===== src/rtl/lsu_pkg.sv =====
// Shared types for the load/store unit.
//   - state encodings for the access-sequencing FSM
//   - default address/data widths and the double-width load/store size
//   - latched request payload struct
package lsu_pkg;

    localparam int unsigned LSU_ADDR_WIDTH = 8;
    localparam int unsigned LSU_DATA_WIDTH = 8;
    localparam int unsigned WIDE_WIDTH     = 2 * LSU_DATA_WIDTH;
    localparam int unsigned STATE_WIDTH    = 3;

    typedef logic [STATE_WIDTH-1:0] lsu_state_t;

    localparam logic [2:0] ST_IDLE    = 3'd0;
    localparam logic [2:0] ST_LO      = 3'd1;
    localparam logic [2:0] ST_HI      = 3'd2;
    localparam logic [2:0] ST_RD_LAST = 3'd3;
    localparam logic [2:0] ST_DONE    = 3'd4;

    typedef struct packed {
        logic                      write;
        logic                      wide;
        logic [LSU_ADDR_WIDTH-1:0] addr;
        logic [WIDE_WIDTH-1:0]     wdata;
    } lsu_req_t;

endpackage


===== src/rtl/load_store_unit.sv =====
// Load/store unit: turns one core byte or byte-pair request into one or two
// data_mem accesses, hides the memory's one-cycle read latency and returns a
// single-cycle completion pulse with the assembled load data.
// Ports:
//   CLK, Reset         clock, synchronous active-high reset
//   req_*              core request channel (valid/ready handshake)
//   resp_valid/rdata   one-cycle completion pulse and load result
//   DataAddress, ReadMem, WriteMem, DataIn, DataOut   data_mem interface
module load_store_unit
    import lsu_pkg::*;
#(
    parameter int unsigned ADDR_WIDTH = LSU_ADDR_WIDTH,
    parameter int unsigned DATA_WIDTH = LSU_DATA_WIDTH
) (
    input  logic                    CLK,
    input  logic                    Reset,
    input  logic                    req_valid,
    output logic                    req_ready,
    input  logic                    req_write,
    input  logic                    req_wide,
    input  logic [ADDR_WIDTH-1:0]   req_addr,
    input  logic [2*DATA_WIDTH-1:0] req_wdata,
    output logic                    resp_valid,
    output logic [2*DATA_WIDTH-1:0] resp_rdata,
    output logic [ADDR_WIDTH-1:0]   DataAddress,
    output logic                    ReadMem,
    output logic                    WriteMem,
    output logic [DATA_WIDTH-1:0]   DataIn,
    input  logic [DATA_WIDTH-1:0]   DataOut
);

    localparam int unsigned RD_WIDTH = 2 * DATA_WIDTH;

    lsu_state_t              state;
    lsu_state_t              state_next;
    lsu_req_t                req_q;
    logic [RD_WIDTH-1:0]     rdata;
    logic [RD_WIDTH-1:0]     rd_final;
    logic [ADDR_WIDTH-1:0]   lat_addr;
    logic [RD_WIDTH-1:0]     lat_wdata;
    logic                    mem_rd;
    logic                    mem_wr;
    logic                    accept;

    assign lat_addr  = ADDR_WIDTH'(req_q.addr);
    assign lat_wdata = RD_WIDTH'(req_q.wdata);

    // Ready only when idle and not being reset; enables are gated by Reset so
    // a reset landing mid-operation can never commit a write.
    assign req_ready = (state == ST_IDLE) && !Reset;
    assign accept    = req_valid && req_ready;
    assign ReadMem   = mem_rd && !Reset;
    assign WriteMem  = mem_wr && !Reset;

    // Last byte read arrives during RD_LAST; merge it with the captured low byte.
    assign rd_final = req_q.wide ? {DataOut, rdata[DATA_WIDTH-1:0]}
                                 : {{DATA_WIDTH{1'b0}}, DataOut};

    // State register
    always_ff @(posedge CLK) begin
        if (Reset) begin
            state <= ST_IDLE;
        end else begin
            state <= state_next;
        end
    end

    // Next-state and memory-interface decode
    always_comb begin
        state_next  = state;
        mem_rd      = 1'b0;
        mem_wr      = 1'b0;
        DataAddress = '0;
        DataIn      = '0;
        case (state)
            ST_IDLE: begin
                if (req_valid) state_next = ST_LO;
            end
            ST_LO: begin
                DataAddress = lat_addr;
                DataIn      = lat_wdata[DATA_WIDTH-1:0];
                mem_wr      = req_q.write;
                mem_rd      = !req_q.write;
                if (req_q.wide)        state_next = ST_HI;
                else if (!req_q.write) state_next = ST_RD_LAST;
                else                   state_next = ST_DONE;
            end
            ST_HI: begin
                // Natural ADDR_WIDTH overflow gives the required wrap to 0.
                DataAddress = lat_addr + ADDR_WIDTH'(1);
                DataIn      = lat_wdata[RD_WIDTH-1:DATA_WIDTH];
                mem_wr      = req_q.write;
                mem_rd      = !req_q.write;
                state_next  = req_q.write ? ST_DONE : ST_RD_LAST;
            end
            ST_RD_LAST: state_next = ST_DONE;
            ST_DONE:    state_next = ST_IDLE;
            default:    state_next = ST_IDLE;
        endcase
    end

    // Request latch, read-data assembly and response registers
    always_ff @(posedge CLK) begin
        if (Reset) begin
            req_q      <= '0;
            rdata      <= '0;
            resp_valid <= 1'b0;
            resp_rdata <= '0;
        end else begin
            resp_valid <= (state_next == ST_DONE);
            if (accept) begin
                req_q <= '{write: req_write,
                           wide:  req_wide,
                           addr:  LSU_ADDR_WIDTH'(req_addr),
                           wdata: WIDE_WIDTH'(req_wdata)};
            end
            if ((state == ST_HI) && !req_q.write) begin
                rdata[DATA_WIDTH-1:0] <= DataOut;
            end
            if (state == ST_RD_LAST) begin
                rdata      <= rd_final;
                resp_rdata <= rd_final;
            end else if (state_next == ST_DONE) begin
                resp_rdata <= '0;
            end
        end
    end

endmodule

===== config.mk =====
export PLATFORM = sky130hd
export DESIGN_NAME = load_store_unit
export DESIGN_NICKNAME = d
export VERILOG_FILES = /design/src/rtl/lsu_pkg.sv /design/src/rtl/load_store_unit.sv
export SDC_FILE = /design/constraint.sdc
export NUM_CORES = 1
export LEC_CHECK = 0
export BUFFER_PORTS_ARGS = -buffer_cell sky130_fd_sc_hd__buf_2
export CAP_MARGIN = 25
export CELL_PAD_IN_SITES_DETAIL_PLACEMENT = 0
export CELL_PAD_IN_SITES_GLOBAL_PLACEMENT = 1
export CORE_MARGIN = 2
export CORE_UTILIZATION = 40
export CTS_BUF_LIST = sky130_fd_sc_hd__clkbuf_4
export DETAILED_ROUTE_END_ITERATION = 8
export GPL_TIMING_DRIVEN = 0
export HOLD_SLACK_MARGIN = 0.02
export PLACE_DENSITY_LB_ADDON = 0.1
export SYNTH_ARGS = -nofsm -noshare
export SYNTH_HDL_FRONTEND = slang
export SYNTH_SLANG_ARGS = --single-unit

===== constraint.sdc =====
create_clock -name CLK -period 3.9 [get_ports CLK]
set_input_delay 0.78 -clock CLK [delete_from_list [all_inputs] [get_ports CLK]]
set_output_delay 0.78 -clock CLK [all_outputs]
set_load 0.02 [all_outputs]

==> impl_metrics.csv <==
group,metric,value,unit
run_status,status,"finished clean",
setup_path,crit_start,"state[1]",
place,dp_hpwl,4630,µm
cts,clock-root-buffer,"clkbuf_4",
sta,max_clock_freq,0.323,GHz
setup_path,slowest_stage,"dfxtp_1",
layout,layout_common_cells,"buf_2, nand2_1, dfxtp_1, a21oi_1, a22o_1",
setup_path,worstPathCellList,"buf_2, nor3b_4, buf_2, o211ai_1, nand3_1, buf_2",
hold_path,whs_endpoint,"lat_wdata[14]",
sta,tns,0,ns
synth,ys_types,40,
power,p_leak,1.22,nW
setup_path,cp.buffers_inverters,3,
layout,final_common_cell,"buf_2",
detailed_routing,viasPerCell,5.24,
synth,avgSynthCellArea,8.60,µm²
detailed_routing,drt_iter0_markers,122,
layout,nNetsFinal,400,
cts,post_cts_resized,0,
setup_path,rrSetupSlack,2.10,ns
setup_path,r2r_cells,5,
floorplanning,die_y,82,µm
cts,postCtsSetupBuffers,0,
floorplanning,start_util,41.3,%
cts,clkSlewWorstSetupHoldPaths,0.15,ns
synth,async_flop_share,0,%
grt,antenna_found_initial,0,
synth,synth_seq_cells,54,
layout,regArea,1080,µm²
setup_path,path_class,"reg2out",
detailed_routing,drc_errors,0,
grt,grt_pass1_wl,10400,µm
cts,cts_tree,"built",
sta,setup_viol,0,
detailed_routing,num_vias,2295,
floorplanning,rows,28,
floorplanning,die-width,82,µm
sta,skew,0.00680,ns
synth,yosysWarnings,0,
detailed_routing,routed_wl,6400,µm
cts,cts_buffers,5,
synth,seq_area_frac_synth,44.4,%
setup_path,r2r-end,"resp_rdata[8]",
setup_path,cp_common_cell,"buf_2",
cts,numClockSinks,54,
sta,maxSlewViolCount,0,
detailed_routing,postRouteAntennaNets,0,
grt,grt_pass1_vias,2089,
run,max_cap_violations,0,
cts,insertion_delay,0.37,ns
hold_path,hold_depth,2,
layout,fin_util,49.9,%
hold_path,min_from,"lat_wdata[14]",
grt,grt.overflow.total,0,
grt,grtUsageTotal,20.2,%
sta,slew_headroom,51.4,%
layout,drive_gt1_share,27.5,%
setup_path,worstPathRequired,3.12,ns
sta,worst_slew_pin_slew,0.728,ns
sta,hold_viol_final,0,
layout,multiInputGateArea,1240,µm²
floorplanning,design.die.area,6720,µm²
layout,syn_to_final_growth,20.7,%
place,place.port_buffers,72,
layout,antennaDiodeCount,0,
hold_path,holdCritPathClass,"reg2reg",
sta,rsz0062_at_grt,"no",
sta,post-route-period-util,79.3,%
setup_path,max_stage_delay,0.51,ns
synth,synth_fp_nets,321,
synth,syn_inst,283,
power,powerDensity,574,nW/µm²
grt,grt_max_degree,16,
sta,min_period,3.09,ns
synth,synth_edf_count,0,
cts,postCtsHoldBufs,0,
layout,fillers,624,
floorplanning,io_pins,73,
setup_path,end_kind,"output pin",
detailed_routing,wl_per_cell,14.6,µm
synth,synth_ff_type,"dfxtp_1",
floorplanning,core-area,5890,µm²
place,gp_congestion,0.763,
power,irDropWorstVdd,0.255,mV
setup_path,setup.worst_path.start_class,"register",
setup_path,crit_family,"buffers and inverters",
setup_path,cp_max_fo,10,
cts,clockBufferDepth,2,
cts,cts_max_level,2,
detailed_routing,drtPass1Iterations,4,
setup_path,arrival,2.31,ns
synth,syn_area,2430,µm²
setup_path,reg2reg_from,"state[0]",
[kinds of logic after synthesis]
| group | Yosys count | share of synthesized area (%) |
|---|---|---|
| mux | 10 | 4.52 |
| xor+xnor | 2 | 0.720 |
| fa+ha+maj | 1 | 0.514 |
| buf+inv | 26 | 4.63 |
| simple gates | 105 | 22.1 |
| compound gates | 85 | 23.1 |
| flops | 54 | 44.4 |
[how the worst max path moves through the flow]
stage | endpoint | slack [ns] | depth (start not counted)
finish | DataAddress[7] | 0.81 | 6
global route | DataAddress[3] | 0.59 | 6
CTS | DataAddress[2] | 0.79 | 6
detailed placement | req_ready | 1.05 | 5
global placement | ReadMem | 1.03 | 5
floorplan | req_ready | 1.35 | 3
[power breakdown]
group / internal, mW / switching (mW)
sequential: 0.651 / 0.0770
combinational: 0.270 / 0.454
clock: 0.0649 / 0.170
total: 0.985 / 0.701
[Yosys cell counts (2+ instances only)]
library cell,count,area (µm²)
a211oi_1,3,22.5
a21oi_1,38,190
a22o_1,17,149
a22oi_1,8,60.1
and3_1,2,12.5
buf_2,12,60.1
clkbuf_1,10,37.5
dfxtp_1,54,1080
inv_1,3,11.3
mux2_2,8,90.1
mux2i_1,2,20.0
nand2_1,59,221
nand2b_1,8,50.1
nand3_1,14,70.1
nand3b_1,2,15.0
nor2_1,2,7.51
nor2b_1,2,12.5
nor3_1,2,10.0
nor3b_1,3,22.5
o211ai_1,2,15.0
o21ai_0,5,25.0
o2bb2ai_1,8,70.1
or4_1,2,15.0
[sequential cells by signal, summed over array words and instances, names as in the netlist]
signal	flops
lat_wdata	16
req_q	2
resp_valid	1
lat_addr	8
resp_rdata	16
state	3
rdata	8
[layer usage]
metal	share of wire (%)	global-route usage, %
met3	5.2	3.96
met4	1.1	5.00
met5	0	0
met2	42	30.4
met1	52	29.6
[area by class of cell]
class                   count  area share, %
plain buffers              23           3.45
inverters                   3          0.383
clock inverters             3          0.383
clock buffers               5           1.28
well taps                  75           3.20
flip-flops and latches     54           36.8
repair buffers             72           12.3
multi-input cells         203           42.2
[through the flow]
step | instances | hold slack [ns] | setup WS (ns) | area, µm² | total power [mW]
after floorplan | 283 | 0.436 | 1.35 | 2430 | 1.24
after global placement | 430 | 0.443 | 1.03 | 2890 | 1.46
after detailed placement | 430 | 0.448 | 1.05 | 2890 | 1.47
after CTS | 438 | 0.465 | 0.794 | 2940 | 1.70
after global routing | 438 | 0.490 | 0.587 | 2940 | 1.82
final | 438 | 0.465 | 0.808 | 2940 | 1.69
[worst min-delay path, stage by stage (launching register included)]
cell     delay [ns]
dfxtp_1        0.34
nand2_1        0.05
a21oi_1        0.05
Power figures use the tool's default switching activity.
